--- src/rtl/pcie_regfile_array.sv ---
// Register file with byte-lane writes, read-only status and W1C registers, and a tagged
// read-response FIFO. Registers sit at byte address i*8+4.
module pcie_regfile_array #(
    parameter int unsigned NUM_REGS = 8,
    parameter int unsigned ADDR_WIDTH = 16,
    parameter int unsigned TAG_WIDTH = 8,
    parameter int unsigned RSP_DEPTH = 4,
    parameter logic [NUM_REGS-1:0] RO_MASK = '0,
    parameter logic [NUM_REGS-1:0] W1C_MASK = '0
) (
    input  logic                     clk_in,
    input  logic                     rstn,
    input  logic                     wr_valid_in,
    output logic                     wr_ready_out,
    input  logic [ADDR_WIDTH-1:0]    wr_addr_in,
    input  logic [31:0]              wr_data_in,
    input  logic [3:0]               wr_be_in,
    input  logic                     rd_valid_in,
    output logic                     rd_ready_out,
    input  logic [ADDR_WIDTH-1:0]    rd_addr_in,
    input  logic [TAG_WIDTH-1:0]     rd_tag_in,
    output logic                     rsp_valid_out,
    input  logic                     rsp_ready_in,
    output logic [31:0]              rsp_data_out,
    output logic [TAG_WIDTH-1:0]     rsp_tag_out,
    output logic [NUM_REGS*32-1:0]   regs_out,
    input  logic [NUM_REGS*32-1:0]   status_in,
    output logic [NUM_REGS-1:0]      wr_strobe_out
);
    localparam int unsigned IDX_W = $clog2(NUM_REGS);
    localparam int unsigned PTR_W = $clog2(RSP_DEPTH);
    localparam logic [PTR_W:0] DEPTH_CNT = RSP_DEPTH[PTR_W:0];

    logic                         ready_q;
    logic [NUM_REGS-1:0][31:0]    regs_q, regs_d;
    logic [NUM_REGS-1:0]          strobe_q, strobe_d;
    logic [NUM_REGS-1:0][31:0]    status_w;
    logic [31:0]                  fifo_data_q [RSP_DEPTH];
    logic [TAG_WIDTH-1:0]         fifo_tag_q [RSP_DEPTH];
    logic [PTR_W-1:0]             wptr_q, rptr_q;
    logic [PTR_W:0]               count_q;

    logic                         wr_acc, rd_acc, pop, wr_hit, rd_hit;
    logic [IDX_W-1:0]             wr_idx, rd_idx;
    logic [NUM_REGS-1:0]          wr_dec;
    logic [31:0]                  be_mask, rd_data;
    logic                         unused_addr_lsbs;

    assign unused_addr_lsbs = ^{wr_addr_in[1:0], rd_addr_in[1:0]};

    assign status_w = status_in;
    assign regs_out = regs_q;
    assign wr_strobe_out = strobe_q;

    // Readies are gated by rstn so they fall in the same cycle reset is asserted.
    assign wr_ready_out  = ready_q & rstn;
    assign rd_ready_out  = ready_q & rstn & (count_q < DEPTH_CNT);
    assign rsp_valid_out = (count_q != '0) & rstn;

    assign wr_acc = wr_valid_in & wr_ready_out;
    assign rd_acc = rd_valid_in & rd_ready_out;
    assign pop    = rsp_valid_out & rsp_ready_in;

    assign wr_idx = wr_addr_in[2+IDX_W:3];
    assign rd_idx = rd_addr_in[2+IDX_W:3];
    assign wr_hit = wr_addr_in[2] & ((wr_addr_in >> (3 + IDX_W)) == '0);
    assign rd_hit = rd_addr_in[2] & ((rd_addr_in >> (3 + IDX_W)) == '0);

    assign be_mask = {{8{wr_be_in[3]}}, {8{wr_be_in[2]}}, {8{wr_be_in[1]}}, {8{wr_be_in[0]}}};

    always_comb begin
        wr_dec = '0;
        if (wr_acc && wr_hit) begin
            wr_dec[wr_idx] = 1'b1;
        end
    end

    // Read data comes from the pre-edge register state, so a same-cycle write is not seen.
    always_comb begin
        rd_data = '0;
        if (rd_hit) begin
            rd_data = RO_MASK[rd_idx] ? status_w[rd_idx] : regs_q[rd_idx];
        end
    end

    always_comb begin
        regs_d   = regs_q;
        strobe_d = '0;
        for (int unsigned i = 0; i < NUM_REGS; i++) begin
            if (RO_MASK[i]) begin
                regs_d[i] = status_w[i];
            end else if (W1C_MASK[i]) begin
                // Status set is OR-ed in after the clear so set wins.
                regs_d[i] = (regs_q[i] & ~(wr_dec[i] ? (wr_data_in & be_mask) : 32'h0))
                            | status_w[i];
            end else if (wr_dec[i]) begin
                regs_d[i] = (regs_q[i] & ~be_mask) | (wr_data_in & be_mask);
            end
            strobe_d[i] = wr_dec[i] & ~RO_MASK[i];
        end
    end

    always_ff @(posedge clk_in) begin
        if (!rstn) begin
            ready_q  <= 1'b0;
            regs_q   <= '0;
            strobe_q <= '0;
        end else begin
            ready_q  <= 1'b1;
            regs_q   <= regs_d;
            strobe_q <= strobe_d;
        end
    end

    always_ff @(posedge clk_in) begin
        if (!rstn) begin
            wptr_q  <= '0;
            rptr_q  <= '0;
            count_q <= '0;
        end else begin
            if (rd_acc) begin
                wptr_q <= wptr_q + 1'b1;
            end
            if (pop) begin
                rptr_q <= rptr_q + 1'b1;
            end
            if (rd_acc && !pop) begin
                count_q <= count_q + 1'b1;
            end else if (!rd_acc && pop) begin
                count_q <= count_q - 1'b1;
            end
        end
    end

    always_ff @(posedge clk_in) begin
        if (rd_acc) begin
            fifo_data_q[wptr_q] <= rd_data;
            fifo_tag_q[wptr_q]  <= rd_tag_in;
        end
    end

    assign rsp_data_out = fifo_data_q[rptr_q];
    assign rsp_tag_out  = fifo_tag_q[rptr_q];

endmodule

--- config.mk ---
export PLATFORM = sky130hd
export DESIGN_NAME = pcie_regfile_array
export DESIGN_NICKNAME = d
export VERILOG_FILES = /design/src/rtl/pcie_regfile_array.sv
export SDC_FILE = /design/constraint.sdc
export NUM_CORES = 1
export LEC_CHECK = 0
export ABC_AREA = 1
export ABC_CLOCK_PERIOD_IN_PS = 2650
export BUFFER_PORTS_ARGS = -buffer_cell sky130_fd_sc_hd__buf_2
export CELL_PAD_IN_SITES_DETAIL_PLACEMENT = 2
export CELL_PAD_IN_SITES_GLOBAL_PLACEMENT = 2
export CORE_ASPECT_RATIO = 0.7
export CORE_MARGIN = 2
export CORE_UTILIZATION = 26
export DETAILED_ROUTE_END_ITERATION = 7
export GPL_ROUTABILITY_DRIVEN = 1
export GPL_TIMING_DRIVEN = 0
export PLACE_DENSITY_LB_ADDON = 0.1
export SETUP_SLACK_MARGIN = 0.5
export SLEW_MARGIN = 20
export SYNTH_ARGS = -nofsm -noshare
export SYNTH_HDL_FRONTEND = slang
export SYNTH_SLANG_ARGS = --single-unit
--- constraint.sdc ---
create_clock -name clk_in -period 2.65 [get_ports clk_in]
set_input_delay 0.265 -clock clk_in [delete_from_list [all_inputs] [get_ports clk_in]]
set_output_delay 0.265 -clock clk_in [all_outputs]
set_load 0.02 [all_outputs]
* After elaboration in Yosys (flattened, before gate mapping) *
Memory sizes are Yosys's and may differ from the RTL's. A register that Yosys moved wholly into a read port is not among the register bits.
Cells that the tools add are included.

operators by class
  $add $sub $neg = 4
  order comparisons = 4
  muxes and demuxes = 19
  bitwise operators = 26
  reductions and logical operators = 10

operators with widths
  kind                                                  count
  bitwise AND 32 bit                                    9
  bitwise OR 32 bit                                     8
  binary-select mux 32 bit (select 3 bit)               2
  2-to-1 mux 32 bit                                     4
  logical NOT 16 bit                                    2
  NOT 32 bit                                            1
  bitwise AND 1 bit                                     8
  < comparator 3 x 4 -> 1 bit (second input constant)   2
  2-to-1 mux 2 bit                                      4
  2-to-1 mux 8 bit                                      1
  2-to-1 mux 3 bit                                      2
  2-to-1 mux 1 bit                                      5
  adder 2 x 1 -> 2 bit (second input constant)          2
  logical AND 1 bit                                     4
  adder 3 x 1 -> 3 bit (second input constant)          1
  demux 1 bit (select 3 bit)                            1
  >= comparator 3 x 1 -> 1 bit (second input constant)  1
  < comparator 3 bit (second input constant)            1
  nonzero test 3 bit                                    1
  subtractor 3 x 1 -> 3 bit (second input constant)     1
  logical NOT 1 bit                                     2
  nonzero test 2 bit                                    1

storage, ports and cells
  register bits after elaboration = 272
  RAM bits = 160
  ROM bits = 8
  input port bits = 337
  word-level logic and storage cells = 79
  memories kept = 3

memories
  memory           words  bits a word  read ports  clocked after memory_dff  wr ports  RTL line  RTL
  fifo_data_q      4      32           1           1                         1         38        logic [31:0] fifo_data_q [RSP_DEPTH];
  fifo_tag_q       4      8            1           1                         1         39        logic [TAG_WIDTH-1:0] fifo_tag_q [RSP_DEPTH];
  (no name shown)  8      1            1           0                         0         82        rd_data = RO_MASK[rd_idx] ? status_w[rd_idx] : regs_q[rd_idx];

* Longest topological paths before layout *
Gate-level depths: netlist of the first run.

  depth after elaboration = 7
  mapped depth = 12

* Worst setup path before layout of the first run *
No wires, ideal clock.

  path kind = register to register
  from = register ready_q
  to = memory fifo_data_q[0][0] (enable)
  setup time = 0.438 ns
  data arrival time = 2.662 ns
  data required time = 2.212 ns
  path slack = -0.450 ns
  cell stages (with the launch flop) = 5
  path buffers = 0
  period minus slack after synthesis = 3.100 ns
  path through = dfxtp_1 nand2_1 nor2_1 nand2_1 nor2_1

between the ends
  cells in the longest elaborated chain, start to end = 5

RTL lines
  item                                    RTL line  RTL
  start, declared                         34        logic ready_q;
  start signal, assigned                  105       ready_q <= 1'b0;
  start signal, assigned                  109       ready_q <= 1'b1;
  bitwise AND 1 bit (2 in series)         57        assign rd_ready_out = ready_q & rstn & (count_q < DEPTH_CNT);
  named net rd_ready_out                  19        output logic rd_ready_out,
  bitwise AND 1 bit                       61        assign rd_acc = rd_valid_in & rd_ready_out;
  2-to-1 mux 1 bit                        136       if (rd_acc) begin
  2-to-1 mux 1 bit (not written as such)  137       fifo_data_q[wptr_q] <= rd_data;
  end, declared                           38

The timed path passes the listed nets, and every way through them passes these cells.

==> results_dict.tcl, run 1 <==
set metrics [dict create \
    cts_buffers 50 \
    coreArea_um2 77000 \
    final_area_um2 26300 \
    synth_edf_count 160 \
    start_util_pct 26.3 \
    synthesis.area_um2 20300 \
    cts_max_level 2 \
    ios 644 \
    ys_types 32 \
    antenna_found_initial 12 \
    layout_common_cells "nor2_1 (678), nand2_1 (551), buf_2 (369), inv_1 (275), dfxtp_1 (272)" \
    final_net_count 3412 \
    cp-start-kind "flop" \
    ys_ff_latch 434 \
    tightestPinTransition_ns 0.937 \
    status "completed" \
    cts_setup_buffers 0 \
    dieArea_um2 80200 \
    clk_pin_slew_worst_paths_ns 0.07 \
    cap_violations 0 \
    peakVddDrop_mv 0.417 \
    ant_nets 0 \
    cts_root_buf "clkbuf_16" \
    yosys-top-cells-area "dfxtp_1 (27%), edfxtp_1 (24%), nor2_1 (13%)" \
    cp.arrival_ns 2.01 \
    drive_gt1_share_pct 21.9 \
    yosysSeqAreaShare_pct 50.8 \
    clk_path_buf_depth 3 \
    vias_per_cell 4.73 \
    cp-end-kind "primary output" \
    period_share_pct 85.8 \
    globalplace.congestion 0.816 \
    crit_path_cell_trace "clkbuf_16 -> clkinv_16 -> clkbuf_16 -> o21ai_1 -> o22ai_1 -> buf_4" \
    slowest_delay_ns 0.40 \
    slowest_stage "dfxtp_4" \
    holdCritPathClass "input pin to flop" \
    slew-limit-headroom_pct 37.5 \
    crit_top_cell "clkbuf_16" \
    final_common_cell "nor2_1" \
    synth_largest_area_cell "dfxtp_1" \
    grt_pass1_wl_mm 146 \
    area_delta_synth_final_pct 30.0 \
    synth_area_per_cell_um2 7.67 \
    cts_tree "built" \
    cp.required_ns 2.38 \
    path_class "flop to primary output" \
    wl_per_cell_um 24.7 \
    io_buffers 343 \
    period_needed_ns 2.27 \
    die_h_um 238 \
    synth_top_flop_cell "dfxtp_1" \
    hold_slack_ns 0.0354 \
    drt_iter0_markers 1137 \
    tns_ns 0 \
    clkLatencyLatePin_ns 0.62 \
    cts.sinks 434 \
    fp.dieW_um 338 \
    grtUsageTotal_pct 25.3 \
    dr.pass1.iters 5 \
    vias 19677 \
    finalSetupViolations 0 \
    rows 85 \
    cellLeakagePower_nw 12.8 \
    grt_max_degree 21 \
    crit_buf_inv 4 \
    grt_pass1_vias 21022 \
    synthCells 2640 \
    crit_family "buffers and inverters" \
    synthArstFlopShare_pct 0 \
    grt_setup_unrepaired "true" \
    fin_skew_ns 0.0226 \
    dpl_cell_area_um2 23500 \
    drv_slew 0 \
    syn_nets 2983 \
    overflow 0 \
    fmax_mhz 440 \
    synth-warning-count 0 \
    synth_top_area_share_pct 27.1 \
    placed_cells 4035 \
    drcViolationCount 0 \
    instances_no_fill 4156 \
    wirelength_mm 103 \
    pwr_density_cell_nw_per_um2 613 \
    path_max_fanout 7 \
    hold_violations 0 \
    dpl.hpwl_mm 77.1 \
]
-- layer usage --
layer	vias up	GRT usage [%]	part of all wire (%)	wire (um)
li1	9154	-	-	-
met1	9955	35.3	47	48300
met2	454	40.9	46	46900
met3	110	4.36	5.6	5720
met4	4	5.29	1.9	1920
met5	-	0	0.023	24
-- kinds of logic (layout without fill, tap and decap cells) --
group                      count (synthesis)  in the layout  synth area share (%)
AOI/OAI and AO/OA                        422            422                  10.7
adders and majority gates                  6              6                 0.408
buffers and inverters                    462            930                  10.4
DFF                                      434            434                  50.8
other                                      0              4                     0
and+or+nand+nor                         1316           1316                  27.8
-- repair_timing --
item / CTS / global route
hold buffers: 19 / 0
endpoints found under the hold margin: 52 / 0
endpoints found under the setup margin: 281 / 77
cloned: 6 / 1
pin swaps: 14 / 6
gates resized for setup: 206 / 59
-- worst paths after layout --
path / start / endpoint / slack [ns] / depth (start not counted)
worst max-delay path: flop / rsp_data_out[4] / 0.38 / 6
worst min-delay path: wr_data_in[2] / flop / 0.04 / 3
worst min register to register: flop / flop / 0.54 / 4
worst max register to register: ready_q / count_q[2] / 0.62 / 12
-- area by class of cell --
type	instances	area (um2)
Antenna cell	4	10.0
Buffer	181	1380
Clock buffer	69	1430
Clock inverter	22	328
Fill cell	8902	50700
Inverter	281	1090
Multi-Input combinational cell	1744	8180
Sequential cell	434	10300
Tap cell	1044	1310
Timing Repair Buffer	376	2290
Timing Repair inverter	1	16.3
-- synthesized netlist by cell type (2+ instances only) --
cell type and count:
nor2_4 3, buf_2 57, nor2_1 704, nor3_1 4, clkbuf_1 79, nand2_1 553, inv_1 276, nor4_1 6
edfxtp_1 160, o22ai_1 40, nand4_2 3, buf_6 35, buf_8 2, inv_2 3, a21oi_1 104, dfxtp_1 274
nand4_4 29, nand3_1 3, ha_1 5, o21ai_0 277, buf_1 7, nor3_4 6
-- power by group --
part           leakage (nW)  switching [W]  internal, W
Clock                 0.860        0.00310      0.00455
Sequential             3.71      0.0000256      0.00692
Combinational          8.20        0.00106     0.000490
-- worst register-to-register path, cell delays in order (launching register included) --
cell	delay, ns
dfxtp_1	0.32
nand2_2	0.15
nor2_4	0.19
nand2_8	0.13
inv_1	0.10
ha_1	0.14
inv_1	0.08
fa_1	0.40
nor2_1	0.12
nor2_1	0.04
nand2_1	0.07
o21ai_0	0.08
a21oi_1	0.15
-- per-stage QoR --
step                total power, W  util (%)  worst slack, ns
CTS                         0.0163      34.0            0.373
detailed placement         0.00836      30.5           -0.806
global placement           0.00831      30.2            -1.22
finish                      0.0161      34.2            0.377
global route                0.0167      34.2            0.314
floorplan                  0.00777         -            0.162
No activity file was read; power rests on OpenSTA's default activity.
==> run 2, diff against run 1 <==
==> constraint.sdc (replaced) <==
create_clock -name clk_in -period 2.65 [get_ports clk_in]
set_input_delay 0.3975 -clock clk_in [delete_from_list [all_inputs] [get_ports clk_in]]
set_output_delay 0.3975 -clock clk_in [all_outputs]
set_load 0.02 [all_outputs]
==> run 2 against run 1 <==
Global-route usage fell by 0.28 points. Sequential cell count did not move. Critical path depth shrank 1. Core utilization down 0.21 points. Die area unchanged. Critical endpoint unchanged. Largest power group unchanged.
==> results_dict.tcl, run 2 (synthesis results as in run 1) <==
set metrics [dict create \
    antenna_found_initial 13 \
    layout_common_cells "nor2_1 (672), nand2_1 (551), buf_2 (367), inv_1 (275), dfxtp_1 (272)" \
    overflow 0 \
    peakVddDrop_mv 0.362 \
    clk_pin_slew_worst_paths_ns 0.06 \
    path_max_fanout 10 \
    cts_root_buf "clkbuf_16" \
    cts.sinks 434 \
    cp.arrival_ns 1.98 \
    dieArea_um2 80200 \
    tns_ns 0 \
    p_seq_share_pct 44.5 \
    cellLeakagePower_nw 12.7 \
    comb_power_share_pct 10.0 \
    io_buffers 343 \
    coreArea_um2 77000 \
    final_area_um2 26200 \
    switching_share_pct 27.2 \
    cts_tree "built" \
    p_int_w 0.0114 \
    dr.pass1.iters 5 \
    slew-limit-headroom_pct 28.9 \
    grt_setup_unrepaired "true" \
    path_class "flop to primary output" \
    dpl.hpwl_mm 77.2 \
    ant_nets 0 \
    power_w 0.0156 \
    grt_pass1_wl_mm 145 \
    drive_gt1_share_pct 22.8 \
    fmax_mhz 421 \
    finalSetupViolations 0 \
    tightestPinTransition_ns 1.07 \
    wirelength_mm 102 \
    drt_iter0_markers 1020 \
    period_share_pct 89.6 \
    power_frac_clock_pct 45.5 \
    cap_violations 0 \
    slowest_delay_ns 0.36 \
    ios 644 \
    final_net_count 3400 \
    status "completed" \
    slowest_stage "dfxtp_4" \
    die_h_um 238 \
    cp-end-kind "primary output" \
    cts_max_level 2 \
    clk_path_buf_depth 3 \
    period_needed_ns 2.37 \
    grtUsageTotal_pct 25.0 \
    drv_slew 0 \
    drcViolationCount 0 \
    rows 85 \
    wl_per_cell_um 24.7 \
    fillers 8901 \
    vias_per_cell 4.73 \
    grt_max_degree 22 \
    switchingPower_w 0.00423 \
    dpl_cell_area_um2 23500 \
    cp.required_ns 2.25 \
    globalplace.congestion 0.845 \
    pwr_density_cell_nw_per_um2 595 \
    vias 19602 \
    holdCritPathClass "input pin to flop" \
    fin_skew_ns 0.0193 \
    clkLatencyLatePin_ns 0.63 \
    start_util_pct 26.3 \
    area_delta_synth_final_pct 29.2 \
    hold_violations 0 \
    grt_pass1_vias 20825 \
    fp.dieW_um 338 \
    final_common_cell "nor2_1" \
    cp-start-kind "flop" \
    cts_buffers 50 \
    crit_path_cell_trace "clkbuf_16 -> clkbuf_8 -> o21ai_1 -> o22ai_4 -> buf_6" \
]
==> run 2: cell count changes in the layout (fill, tap and decap cells not counted), moves of 5 or more <==
cell	previous run	this run
clkbuf_1	52	44
clkbuf_2	12	20
buf_6	41	49
clkbuf_4	6	1
bufinv_16	8	3
clkbuf_16	65	60
nor2_1	678	672
o21ai_0	230	224
o22ai_1	29	23
dlygate4sd3_1	19	9
==> run 2: cell type report <==
class	instances	area [um2]	area share (%)
diodes	3	7.51	0.0287
plain buffers	181	1370	5.24
clock buffers	66	1370	5.24
clock inverters	26	233	0.889
inverters	281	1090	4.15
multi-input cells	1744	8290	31.7
flip-flops and latches	434	10300	39.3
well taps	1044	1310	4.99
repair buffers	364	2190	8.39
repair inverters	1	11.3	0.0430
==> run 2: timing repair <==
item | 4_1_cts | 5_1_grt
cloned | 2 | 2
hold buffers | 9 | 0
endpoints found under the setup margin | 170 | 122
hold endpoints to repair | 33 | 0
setup buffers | 0 | 1
gates resized for setup | 218 | 103
pin swaps | 15 | 10
==> run 2: final timing paths <==
path	slack, ns	startpoint	endpoint	cells after the start
setup / recovery	0.28	flop	rsp_data_out[4]	5
hold / removal	0.07	wr_addr_in[5]	wr_strobe_out[1]	2
setup reg to reg	0.63	ready_q	flop	10
hold reg to reg	0.53	flop	flop	4
==> run 2: power by group through the flow <==
stage / clock [W] / combinational [W] / sequential, W
2_1_floorplan: 0 / 0.000690 / 0.00708
3_3_place_gp: 0 / 0.00124 / 0.00708
3_5_place_dp: 0 / 0.00129 / 0.00709
4_1_cts: 0.00723 / 0.00148 / 0.00694
5_1_grt: 0.00749 / 0.00166 / 0.00694
6_report: 0.00709 / 0.00155 / 0.00694
==> run 2: critical path, delay by kind of cell (launching register included) <==
kind	cells	cell delay [ns]
AOI/OAI and AO/OA	2	0.49
DFF	1	0.36
buffers and inverters	3	0.49
==> run 2: routing by layer <==
| metal | track usage [%] | wire (um) | share of wire [%] | vias to the layer above |
|---|---|---|---|---|
| met4 | 6.96 | 2890 | 2.8 | 4 |
| met2 | 39.5 | 45500 | 44 | 482 |
| met5 | 0 | 24 | 0.023 | - |
| li1 | - | - | - | 9122 |
| met3 | 4.73 | 5650 | 5.5 | 142 |
| met1 | 34.8 | 48400 | 47 | 9852 |
==> run 2: metrics by stage <==
stage               hold slack, ns  setup slack, ns  instances  util, %
floorplan                    0.425            0.619       2640        -
global placement             0.495           -0.940       4027     30.3
detailed placement           0.521           -0.996       4035     30.5
CTS                         0.0296            0.325       4138     33.6
global route                0.0672            0.226       4141     34.0
finish                      0.0665            0.275       4144     34.0
